==> config.mk <==
export PLATFORM = sky130hd
export DESIGN_NAME = periph_bus_arbiter
export DESIGN_NICKNAME = d
export VERILOG_FILES = /design/src/rtl/periph_bus_arbiter.sv
export SDC_FILE = /design/constraint.sdc
export NUM_CORES = 1
export LEC_CHECK = 0
export BUFFER_PORTS_ARGS = -buffer_cell sky130_fd_sc_hd__buf_2
export CORE_UTILIZATION = 40
export CTS_CLUSTER_SIZE = 14
export DETAILED_ROUTE_END_ITERATION = 10
export PLACE_DENSITY = 0.75
export SLEW_MARGIN = 20
export SYNTH_ARGS = -nofsm -noshare
export SYNTH_HDL_FRONTEND = slang
export SYNTH_SLANG_ARGS = --single-unit
export TNS_END_PERCENT = 5
==> constraint.sdc <==
create_clock -name i_clk -period 1.5 [get_ports i_clk]
set_input_delay 0.075 -clock i_clk [delete_from_list [all_inputs] [get_ports i_clk]]
set_output_delay 0.075 -clock i_clk [all_outputs]
set_load 0.01 [all_outputs]
==> src/rtl/periph_bus_arbiter.sv <==
// periph_bus_arbiter: shares one peripheral request/DV port between requesters A and B.
// Round-robin grant, one transaction in flight, winner's write/address/data latched at grant.
// Optional feature macro PERIPH_TIMEOUT_EN: bounds WAIT to TIMEOUT_CYCLES cycles and forces an
// all-ones completion plus a sticky o_timeout flag when the peripheral stays silent.

module periph_bus_arbiter #(
  parameter int unsigned ADDR_W         = 12,
  parameter int unsigned DATA_W         = 8,
  parameter int unsigned TIMEOUT_CYCLES = 15
) (
  input  logic              i_clk,
  input  logic              i_rst_n,
  // requester A
  input  logic              i_a_request,
  input  logic              i_a_write,
  input  logic [ADDR_W-1:0] i_a_address,
  input  logic [DATA_W-1:0] i_a_data,
  output logic [DATA_W-1:0] o_a_data,
  output logic              o_a_data_DV,
  // requester B
  input  logic              i_b_request,
  input  logic              i_b_write,
  input  logic [ADDR_W-1:0] i_b_address,
  input  logic [DATA_W-1:0] i_b_data,
  output logic [DATA_W-1:0] o_b_data,
  output logic              o_b_data_DV,
  // peripheral side
  output logic              o_p_request,
  output logic              o_p_write,
  output logic [ADDR_W-1:0] o_p_address,
  output logic [DATA_W-1:0] o_p_data,
  input  logic [DATA_W-1:0] i_p_data,
  input  logic              i_p_data_DV,
  output logic              o_timeout
);

  if (TIMEOUT_CYCLES < 1) begin : g_bad_timeout
    $error("TIMEOUT_CYCLES must be at least 1");
  end

  typedef enum logic [1:0] {StIdle, StIssue, StWait, StDone} state_e;

  state_e              state_q, state_d;
  // 1 = B. The last grant is also the owner of the transaction in flight.
  logic                last_q, last_d;
  logic                p_write_q, p_write_d;
  logic [ADDR_W-1:0]   p_address_q, p_address_d;
  logic [DATA_W-1:0]   p_data_q, p_data_d;
  logic [DATA_W-1:0]   a_data_q, a_data_d;
  logic [DATA_W-1:0]   b_data_q, b_data_d;
  logic                complete;
  logic [DATA_W-1:0]   comp_data;
  logic                expired;

`ifdef PERIPH_TIMEOUT_EN
  localparam int unsigned      CntW    = $clog2(TIMEOUT_CYCLES + 1);
  localparam logic [CntW-1:0]  CntLast = CntW'(TIMEOUT_CYCLES - 1);

  logic [CntW-1:0] cnt_q, cnt_d;
  logic            timeout_q, timeout_d;

  // Last WAIT cycle of the budget; a DV in that same cycle still takes priority.
  assign expired = (state_q == StWait) && (cnt_q == CntLast);

  // Count WAIT cycles; flag is sticky until reset.
  always_comb begin
    cnt_d     = (state_q == StWait) ? cnt_q + 1'b1 : '0;
    timeout_d = timeout_q | (expired && !i_p_data_DV);
  end

  // Timeout counter and sticky flag.
  always_ff @(posedge i_clk or negedge i_rst_n) begin
    if (!i_rst_n) begin
      cnt_q     <= '0;
      timeout_q <= 1'b0;
    end else begin
      cnt_q     <= cnt_d;
      timeout_q <= timeout_d;
    end
  end

  assign o_timeout = timeout_q;
`else
  assign expired   = 1'b0;
  assign o_timeout = 1'b0;
`endif

  // Next-state: arbitration in IDLE, completion capture in WAIT.
  always_comb begin
    state_d     = state_q;
    last_d      = last_q;
    p_write_d   = p_write_q;
    p_address_d = p_address_q;
    p_data_d    = p_data_q;
    a_data_d    = a_data_q;
    b_data_d    = b_data_q;
    complete    = 1'b0;
    comp_data   = i_p_data;
    case (state_q)
      StIdle: begin
        if (i_a_request || i_b_request) begin
          last_d      = (i_a_request && i_b_request) ? ~last_q : i_b_request;
          p_write_d   = last_d ? i_b_write   : i_a_write;
          p_address_d = last_d ? i_b_address : i_a_address;
          p_data_d    = last_d ? i_b_data    : i_a_data;
          state_d     = StIssue;
        end
      end
      // A DV arriving alongside the request pulse is not a response to it.
      StIssue: state_d = StWait;
      StWait: begin
        if (i_p_data_DV) begin
          complete = 1'b1;
        end else if (expired) begin
          complete  = 1'b1;
          comp_data = '1;
        end
      end
      StDone:  state_d = StIdle;
      default: state_d = StIdle;
    endcase
    if (complete) begin
      state_d = StDone;
      if (last_q) b_data_d = comp_data;
      else        a_data_d = comp_data;
    end
  end

  // State, grant history and latched transaction registers.
  always_ff @(posedge i_clk or negedge i_rst_n) begin
    if (!i_rst_n) begin
      state_q     <= StIdle;
      last_q      <= 1'b1;
      p_write_q   <= 1'b0;
      p_address_q <= '0;
      p_data_q    <= '0;
      a_data_q    <= '0;
      b_data_q    <= '0;
    end else begin
      state_q     <= state_d;
      last_q      <= last_d;
      p_write_q   <= p_write_d;
      p_address_q <= p_address_d;
      p_data_q    <= p_data_d;
      a_data_q    <= a_data_d;
      b_data_q    <= b_data_d;
    end
  end

  assign o_p_request = (state_q == StIssue);
  assign o_p_write   = p_write_q;
  assign o_p_address = p_address_q;
  assign o_p_data    = p_data_q;
  assign o_a_data    = a_data_q;
  assign o_b_data    = b_data_q;
  assign o_a_data_DV = (state_q == StDone) && !last_q;
  assign o_b_data_DV = (state_q == StDone) && last_q;

endmodule

* Yosys cells after proc, flatten, opt, wreduce, memory -nomap -nowiden
Cells that the tools add are included.
** Cells by class
- Eq/ne operators :: 4
- Muxes and demuxes :: 9
- Bitwise gates (word level) :: 1
- Reduce and logical (&&, ||, !) cells :: 11
** Operators with widths (count)
- $mux W12 :: 1
- $mux W8 :: 1
- $reduce_and A2 Y1 :: 4
- $pmux W2 S3 :: 1
- $eq A2 B2 Y1 const B :: 2
- $mux W1 :: 4
- $mux W2 :: 2
- $reduce_bool A4 Y1 :: 1
- $logic_and A1 B1 Y1 :: 3
- $ne A3 B3 Y1 const B :: 1
- $eq A2 B1 Y1 const B :: 1
- $logic_not A2 Y1 :: 1
- $logic_not A1 Y1 :: 1
- $logic_or A1 B1 Y1 :: 1
- $not A1 Y1 :: 1
** Word-level totals
- Flip-flop bits (word level) :: 40
- Input bits :: 55
- Output and inout port bits :: 41
- Word-level logic and storage cells :: 32

* Longest topological paths before layout
Gate-level depths: netlist of the first run.
- Depth in word-level cells :: 4
- Depth in mapped cells :: 6
- Gate-level depth less buffers :: 5

* Worst setup path after synthesis of the first run
Ideal clock, no wire load.
- Path type :: reg2reg
- Start point :: reg state_q[0]
- End point :: reg a_data_q[0], in the netlist o_a_data[0]
- Arrival :: 1372 ps
- Required time :: 1375 ps
- Setup slack :: 3 ps
- Cell stages (with the launch flop) :: 7
- Path buffers :: 1
- Period minus slack after synthesis :: 1497 ps
- Cells stage by stage :: dfrtp_1 > inv_1 > ha_1 > nand2_1 > or2_1 > buf_6 > mux2_4
** Between the ends
- Word-level cells in the longest chain between the ends :: 3
** RTL lines
- start: declaration :: line 43 : state_e state_q, state_d;
- start signal: assignment :: line 132 : state_q <= StIdle;
- start signal: assignment :: line 140 : state_q <= state_d;
- $eq A2 B2 Y1 :: line 99 : case (state_q)
- $mux W1 :: line 99
- $reduce_and A2 Y1 (no source line)
- end signal: assignment :: line 145 : a_data_q <= a_data_d;
- end: declaration :: line 49 : logic [DATA_W-1:0] a_data_q, a_data_d;
No other way between the ends.
A chain may end at the register's enable or synchronous reset.

* Worst setup path in the final report of the first run
- Start point :: reg last_q
- End point :: out o_b_data_DV
** Between the ends
- Word-level cells in the longest chain between the ends :: 1
** RTL lines
- start: declaration :: line 45 : logic last_q, last_d;
- start signal: assignment :: line 141 : last_q <= last_d;
- $logic_and A1 B1 Y1 :: line 157 : assign o_b_data_DV = (state_q == StDone) && last_q;
- end: declaration :: line 26 : output logic o_b_data_DV,
No other way between the ends.

==> results of run 1 <==
[layout make-up]
type	count	area (um^2)	share of cell area (%)
clock buffer	5	68.82	2.653
timing repair buffer	105	588.1	22.67
multi-input combinational	101	815.8	31.45
clock inverter	3	42.54	1.640
sequential	40	1002	38.64
tap	52	65.06	2.508
inverter	3	11.26	0.4342
[report_power, final]
part / switching (W) / leakage (nW) / internal [W]
Clock: 0.000384 / 0.0541 / 0.000492
Sequential: 0.000278 / 0.487 / 0.00162
Combinational: 0.00118 / 0.844 / 0.00125
Total: 0.00184 / 1.39 / 0.00337
[synthesized netlist by cell type (all sizes together)]
library cell / number / share of area [%]
inv: 3 / 0.61
nor2b: 1 / 0.34
buf: 9 / 3.6
nand2: 23 / 4.7
conb: 1 / 0.20
and2: 1 / 0.34
o21ai: 22 / 6.0
nor2: 1 / 0.20
a21o: 1 / 0.41
dfrtp: 39 / 53
or3b: 1 / 0.47
a21boi: 1 / 1.0
ha: 4 / 2.7
nand3: 2 / 0.81
mux2: 16 / 11
a22oi: 1 / 0.41
mux2i: 21 / 11
a21oi: 1 / 0.27
dfstp: 1 / 1.4
o221ai: 1 / 0.47
or2: 1 / 0.34
a31oi: 1 / 0.34
[sequential cells by signal, summed over array words and instances, names as in the netlist]
register and cells:
last_q 1, o_a_data 8, o_b_data 8, o_p_address 12, o_p_data 8, o_p_write 1, state_q 2
[metal layers]
metal / track usage, % / vias up / part of all wire [%]
li1: - / 728 / -
met1: 21.76 / 681 / 43
met2: 28.95 / 56 / 50
met3: 3.030 / 7 / 4.6
met4: 7.333 / 0 / 1.8
met5: 0 / - / 0
[per-stage QoR]
| step | hold WS [ns] | setup WS (ns) | cell area (um^2) | util (%) |
|---|---|---|---|---|
| finish | 0.01965 | 0.04882 | 2594 | 58.76 |
| global route | 0.02211 | -0.01549 | 2594 | 58.76 |
| CTS | 0.01336 | 0.0002388 | 2566 | 58.13 |
| detailed placement | 0.04653 | -0.1283 | 2424 | 54.90 |
| global placement | 0.03489 | -0.07979 | 2424 | 54.90 |
| floorplan | -0.2206 | 0.003181 | 1851 | - |
[worst max-delay path by stage]
stage | start | end | slack (ns) | cells past startpoint
2_1_floorplan | state_q[0] | o_a_data[0] | 0.003 | 6
3_3_place_gp | state_q[0] | o_a_data[6] | -0.08 | 5
3_5_place_dp | last_q | o_p_address[11] | -0.13 | 3
4_1_cts | state_q[0] | state_q[0] | 0.0002 | 5
5_1_grt | state_q[1] | state_q[0] | -0.02 | 5
6_report | last_q | o_b_data_DV | 0.05 | 4
[repair_timing]
| item | in CTS | in global routing |
|---|---|---|
| buffers inserted | 0 | 0 |
| resized for setup | 2 | 8 |
| hold buffers | 1 | 0 |
| cloned | 1 | 0 |
| setup endpoints to repair | 29 | 20 |
| hold endpoints to repair | 15 | 0 |
| pin swaps | 1 | 1 |
[cell families (layout without fill, tap and decap cells)]
kind of cell | after synthesis | in the layout | synth area share (%)
fa+ha+maj | 4 | 4 | 2.705
compound gates | 28 | 29 | 8.858
mux | 37 | 37 | 22.72
other cells | 1 | 1 | 0.2026
buf+inv | 12 | 116 | 4.192
flops | 40 | 40 | 54.16
simple gates | 30 | 30 | 7.167
==> out/results.ini, run 1 <==
[outcome]
outcome = finished, final reports clean

[setup_path]
worst-path-buf-inv = 3
critical_path.endpoint_type = output pin
worstPathRequired_ns = 1.42
worst-r2r-cell-count = 5
regToRegStartpoint = state_q[0]
critPathMaxFanout = 4
r2r-end = o_a_data[6]
path_cells = buf_6 > buf_6 > and2_1 > buf_2
r2r_slack_ns = 0.05
critPathKind = reg2out
max_stage_delay_ns = 0.62
arrival_ns = 1.38
crit_top_cell = buf_6
cp_slowest_cell = dfstp_2
cp_top_family = flip-flops
start_kind = register

[clocking]
cts-root-buf = clkbuf_8
cts.path.max_buffers = 2
worstSkewPairLatency_ns = 0.29
cts_made_buffers = 5
h-tree-depth = 2
cts_tree = done
path_clk_slew_ns = 0.08
clock-sinks = 40

[logic_synthesis]
ys_seq_area_share_pct = 54.16
syn_area_um2 = 1851
ys_ff_latch = 40
synth_cells = 152
yosysWarningCount = 0
syn_nets = 211
synthDistinctLibCells = 26
syn_area_per_cell_um2 = 12.17

[timing]
setup-violations-final = 0
slew_viol_final = 0
final.min_clock_period_ns = 1.451
slew_headroom_pct = 62.77
hold_viol_final = 0
min_period_over_period_pct = 96.75
worst_slew_pin_slew_ns = 0.5570
fmax_ghz = 0.6891
clock_skew_ns = 0.004869
tns_ns = 0
rsz0062_at_grt = true

[route]
remaining_drc_errors = 0
vias = 1472
wirelength_mm = 4.075
routed_via_density = 4.764
drt_iter0_drc = 29
firstDrtPassIters = 4
postRouteAntennaNets = 0
wl_per_cell_um = 13.19

[floorplanning]
die_h_um = 70.02
rows = 24
die_x_um = 70.02
core_area_um2 = 4414
die_area_um2 = 4902
start_util_pct = 41.92
pin_count = 96

[global_routing]
grt_max_degree = 43
grt_pass1_wl_mm = 6.603
grt.total_usage_pct = 17.22
grt.overflow.total = 0
grt_pass1_vias = 1407
antenna_found_initial = 0

[final_layout]
antenna-diode-count = 0
drive_gt1_share_pct = 54.09
final_common_cell = buf_2
final_cell_mix = buf_2, dfrtp_1, nand2_1, mux2i_1, o21ai_1
nets = 315
stdcell_count = 309
fillCellCount = 366
area_delta_synth_final_pct = 40.16

[worst_hold_path]
hp-class = in2reg
hold-path-endpoint = o_a_data[2]
worstHoldStart = i_p_data[2]
hold_depth = 2

[pwr]
ir_drop_uv = 885.7
leakagePower_nw = 1.385
p_per_area_nw_per_um2 = 2009
power_w = 0.005210

[placement]
port_buffers = 94
dpl.cell_count = 299
dp_hpwl_mm = 2.900
gp_congestion = 0.7752

[job]
drv_cap = 0

No activity file was read; power rests on OpenSTA's default activity.
==> run 2, diff against run 1 <==
==> constraint.sdc (replaced) <==
create_clock -name i_clk -period 1.5 [get_ports i_clk]
set_input_delay 0.075 -clock i_clk [delete_from_list [all_inputs] [get_ports i_clk]]
set_output_delay 0.075 -clock i_clk [all_outputs]
set_load 0.1 [all_outputs]
==> out/results.ini, run 2 (synthesis gave the netlist of run 1 again) <==
[floorplanning]
die_h_um = 70.02  ; unchanged
core_area_um2 = 4414  ; unchanged
rows = 24  ; unchanged
die_area_um2 = 4902  ; unchanged
start_util_pct = 41.92  ; unchanged
pin_count = 96  ; unchanged
die_x_um = 70.02  ; unchanged

[placement]
port_buffers = 94  ; unchanged
place_ws_ns = -0.1701  ; -0.04189 ns
dpl.cell_count = 298  ; -0.33%
gp_congestion = 0.8158  ; +5.2%
dp_hpwl_mm = 2.887  ; -0.44%

[worst_hold_path]
hold-path-endpoint = o_a_data[0]
hp-class = in2reg
hold_depth = 2  ; unchanged
worstHoldStart = i_p_data[0]

[clocking]
h-tree-depth = 2  ; unchanged
cts.path.max_buffers = 2  ; unchanged
cts-root-buf = clkbuf_8
clock-sinks = 40  ; unchanged
cts_made_buffers = 5  ; unchanged
post_cts_buffers = 0  ; unchanged
worstSkewPairLatency_ns = 0.28  ; about the same
cts_tree = done
path_clk_slew_ns = 0.07  ; about the same

[route]
remaining_drc_errors = 0  ; unchanged
postRouteAntennaNets = 0  ; unchanged
vias = 1459  ; -0.88%
drt_iter0_drc = 42  ; +45%
firstDrtPassIters = 4  ; unchanged
routed_via_density = 4.737  ; -0.56%
wl_per_cell_um = 12.50  ; -5.2%
wirelength_mm = 3.850  ; -5.5%

[setup_path]
r2r-end = o_a_data[6]
critPathMaxFanout = 8  ; +4
path_cells = inv_2 > ha_2 > nand2_1 > or2_4 > mux2_4
r2r_slack_ns = 0.04  ; about the same
worst-r2r-cell-count = 5  ; unchanged
worstPathRequired_ns = 1.66  ; +0.24 ns
critical_path.endpoint_type = register
cp_slowest_cell = dfrtp_1
critPathKind = reg2reg
start_kind = register
cp_top_family = flip-flops
regToRegStartpoint = state_q[0]
worst-path-buf-inv = 1  ; -2
max_stage_delay_ns = 0.39  ; -0.23 ns
arrival_ns = 1.62  ; +0.24 ns
startpoint = state_q[0]

[final_layout]
stdcell_count = 308  ; -0.32%
final_cell_mix = buf_2, dfrtp_1, nand2_1, mux2i_1, o21ai_1
drive_gt1_share_pct = 53.91  ; -0.18 points
largest_reg_flops = 12  ; unchanged
area_delta_synth_final_pct = 40.09  ; about the same
final_common_cell = buf_2
nets = 314  ; -0.32%
antenna-diode-count = 0  ; unchanged

[global_routing]
grt_max_degree = 27  ; -37%
grt-busiest-layer = met2
grt_util_met3_pct = 4.618  ; +1.6 points
grt_pass1_wl_mm = 6.423  ; -2.7%
use_met2_pct = 27.88  ; -1.1 points
grt.total_usage_pct = 16.32  ; -0.90 points
grt_pass1_vias = 1463  ; +4.0%
grt_util_met1_pct = 20.06  ; -1.7 points
antenna_found_initial = 0  ; unchanged
grt.overflow.total = 0  ; unchanged

[timing]
setup_slack_ns = 0.04165  ; -0.007166 ns
hold_viol_final = 0  ; unchanged
setup-violations-final = 0  ; unchanged
clock_skew_ns = 0.005432  ; +0.0005627 ns
fmax_ghz = 0.6857  ; -0.49%
min_period_over_period_pct = 97.22  ; +0.48 points
slew_viol_final = 0  ; unchanged
rsz0062_at_grt = true
slew_headroom_pct = 53.05  ; -9.7 points
final.min_clock_period_ns = 1.458  ; +0.007167 ns
worst_slew_pin_slew_ns = 0.7042  ; +0.1472 ns

[job]
drv_cap = 0  ; unchanged

[outcome]
outcome = finished, final reports clean

-- run 2: cell count changes in the layout (fill, tap and decap cells not counted), sizes merged --
cell,change
clkbuf,+3
buf,-1
clkinvlp,-1
bufinv,-1
clkinv,-1
-- run 2: how the worst max path moves through the flow --
stage / to / slack (ns) / cells past startpoint
2_1_floorplan: state_q[0] / -0.14 / 3
3_3_place_gp: o_p_address[9] / -0.10 / 3
3_5_place_dp: o_p_address[6] / -0.17 / 3
4_1_cts: o_a_data[6] / 0.001 / 5
5_1_grt: o_a_data[6] / -0.02 / 5
6_report: o_a_data[6] / 0.04 / 5
-- run 2: repair_timing --
action                                  in CTS  in global routing
resized for setup                            5                  5
pin swaps                                    2                  1
endpoints found under the hold margin       15                  0
endpoints found under the setup margin      30                 30
hold buffers                                 1                  0
gates cloned                                 1                  0
-- run 2: cell type report --
type / count / area, um^2
fillers: 390 / 1822
clock buffers: 8 / 90.09
multi-input cells: 101 / 818.3
inverters: 3 / 11.26
well taps: 52 / 65.06
repair buffers: 104 / 605.6
flip-flops and latches: 40 / 1002
-- run 2: layer usage --
metal / wire, um / vias to the layer above
li1: - / 729
met1: 1703 / 668
met2: 1871 / 58
met3: 228 / 4
met4: 47 / 0
met5: 0 / -
-- run 2: worst register-to-register path, cell delays in order (launching register included) --
cell and delay (ns):
dfrtp_1 0.39, inv_2 0.09, ha_2 0.18, nand2_1 0.07, or2_4 0.30, mux2_4 0.31
-- run 2: stage by stage --
step	utilization [%]	hold slack, ns	cell area [um^2]	setup TNS, ns
3_3_place_gp	55.53	0.01734	2451	-2.416
6_report	58.73	0.03917	2592	0
3_5_place_dp	55.53	0.03150	2451	-3.375
2_1_floorplan	-	-0.2206	1853	-0.2008
4_1_cts	58.45	0.02830	2580	0
5_1_grt	58.73	0.02655	2592	-0.06751
Power of run 2 is not shown: default switching activity piles up to over one toggle a cycle in this logic, so the estimate is an artifact.
==> run 3, diff against run 2 <==
--- a/config.mk
+++ b/config.mk
@@ -6,10 +6,10 @@
 export NUM_CORES = 1
 export LEC_CHECK = 0
 export BUFFER_PORTS_ARGS = -buffer_cell sky130_fd_sc_hd__buf_2
-export CORE_UTILIZATION = 40
+export CORE_UTILIZATION = 48
 export CTS_CLUSTER_SIZE = 14
 export DETAILED_ROUTE_END_ITERATION = 10
-export PLACE_DENSITY = 0.75
+export PLACE_DENSITY = 0.84
 export SLEW_MARGIN = 20
 export SYNTH_ARGS = -nofsm -noshare
 export SYNTH_HDL_FRONTEND = slang
==> constraint.sdc (replaced) <==
create_clock -name i_clk -period 1.7 [get_ports i_clk]
set_input_delay 0.085 -clock i_clk [delete_from_list [all_inputs] [get_ports i_clk]]
set_output_delay 0.085 -clock i_clk [all_outputs]
set_load 0.1 [all_outputs]
==> out/results.ini, run 3 (synthesis gave the netlist of run 1 again) <==
[timing]
slew_viol_final = 0  ; unchanged
worst_slew_pin_slew_ns = 0.7955  ; +0.09129 ns
tns_ns = 0  ; unchanged
clock_skew_ns = 0.006157  ; +0.0007246 ns
fmax_ghz = 0.6244
hold_viol_final = 0  ; unchanged
rsz0062_at_grt = false
min_period_over_period_pct = 94.21
final.min_clock_period_ns = 1.602
setup-violations-final = 0  ; unchanged
slew_headroom_pct = 46.66  ; -6.4 points
whs_ns = 0.04338  ; +0.004206 ns

[global_routing]
antenna_found_initial = 0  ; unchanged
grt.overflow.total = 0  ; unchanged
grt_pass1_wl_mm = 5.927  ; -7.7%
grt.total_usage_pct = 18.82  ; +2.5 points
grt_max_degree = 41  ; +52%
grt_pass1_vias = 1386  ; -5.3%

[final_layout]
final_cell_mix = buf_2, dfrtp_1, nand2_1, mux2i_1, o21ai_1
seq_area_um2 = 1002  ; unchanged
post-route-util_pct = 67.40  ; +8.7 points
antenna-diode-count = 0  ; unchanged
multi_input_area_um2 = 805.8  ; -1.5%
design_area_um2 = 2486  ; -4.1%
fillCellCount = 295  ; -24%
area_delta_synth_final_pct = 34.35
largest_reg_flops = 12  ; unchanged
drive_gt1_share_pct = 52.59  ; -1.3 points
nets = 309  ; -1.6%
final_common_cell = buf_2

[route]
remaining_drc_errors = 0  ; unchanged
wl_per_cell_um = 12.93  ; +3.4%
drt_iter0_drc = 58  ; +38%
vias = 1448  ; -0.75%
firstDrtPassIters = 3  ; -1
routed_via_density = 4.843  ; +2.2%
wirelength_mm = 3.865  ; +0.39%
postRouteAntennaNets = 0  ; unchanged

[worst_hold_path]
hp-class = in2reg

[clocking]
cts.path.max_buffers = 2  ; unchanged
cts_tree = done
path_clk_slew_ns = 0.07  ; about the same
worstSkewPairLatency_ns = 0.29  ; about the same
clock-sinks = 40  ; unchanged
cts-root-buf = clkbuf_8
cts_made_buffers = 5  ; unchanged
h-tree-depth = 2  ; unchanged

[job]
drv_cap = 0  ; unchanged

[floorplanning]
die_h_um = 64.09  ; -8.5%
core_area_um2 = 3689  ; -16%
die_area_um2 = 4108  ; -16%
rows = 22  ; -8.3%
pin_count = 96  ; unchanged
start_util_pct = 50.17  ; +8.2 points
die_x_um = 64.09  ; -8.5%

[setup_path]
critPathKind = reg2out
critPathMaxFanout = 8  ; unchanged
start_kind = register
worstPathRequired_ns = 1.62  ; -0.04 ns
critical_path.endpoint_type = output pin
arrival_ns = 1.52  ; -0.10 ns

[placement]
port_buffers = 94  ; unchanged
gp_congestion = 0.7590  ; -7.0%
placed_area_um2 = 2344  ; -4.4%
dp_hpwl_mm = 2.800  ; -3.0%

[outcome]
outcome = finished, final reports clean

## run 3: changes by cell type in the layout (fill, tap and decap cells not counted), sizes merged
cell	previous run	this run
clkbuf	8	6
clkinv	0	1
inv	3	4
buf	103	98
## run 3: metrics by stage
stage,setup slack (ns),cells
3_3_place_gp,0.08733,288
3_5_place_dp,0.01499,288
2_1_floorplan,0.06246,152
6_report,0.09849,299
4_1_cts,0.03552,297
5_1_grt,0.02400,299
## run 3: routing by layer
| layer | vias to the layer above | part of all wire [%] | track usage, % |
|---|---|---|---|
| met5 | - | 0 | 0 |
| met3 | 6 | 6.3 | 6.071 |
| li1 | 715 | - | - |
| met2 | 67 | 49 | 32.98 |
| met1 | 660 | 44 | 22.47 |
| met4 | 0 | 0.80 | 4.167 |
## run 3: repair_timing
action / CTS / global route
setup buffers: 0 / 1
pin swaps: 0 / 1
setup endpoints to repair: 2 / 14
resized for setup: 1 / 4
hold endpoints to repair: 39 / 0
cloned: 0 / 1
hold buffers: 1 / 0
## run 3: area by class of cell
class / count / share of cell area [%]
clock inverters: 2 / 0.5536
clock buffers: 6 / 3.322
inverters: 3 / 0.4529
flip-flops and latches: 40 / 40.31
repair buffers: 99 / 20.53
multi-input cells: 101 / 32.41
well taps: 48 / 2.416
## run 3: path summary, 6_finish.rpt
check	from	end	slack, ns	depth (start not counted)
max	last_q	o_b_data_DV	0.1	2
max reg2reg	state_q[0]	o_a_data[6]	0.14	5
min reg2reg	o_p_data[1]	o_p_data[1]	0.48	2
min in group asynchronous	i_rst_n	o_b_data[0]	0.39	3
max in group asynchronous	i_rst_n	last_q	0.95	3
min	i_p_data[4]	o_a_data[4]	0.04	2
## run 3: critical path, cell delays in order (launching register included)
cell     delay, ns
dfstp_2       0.66
and2_1        0.16
buf_2         0.42
Power of run 3 is left out for the same reason.
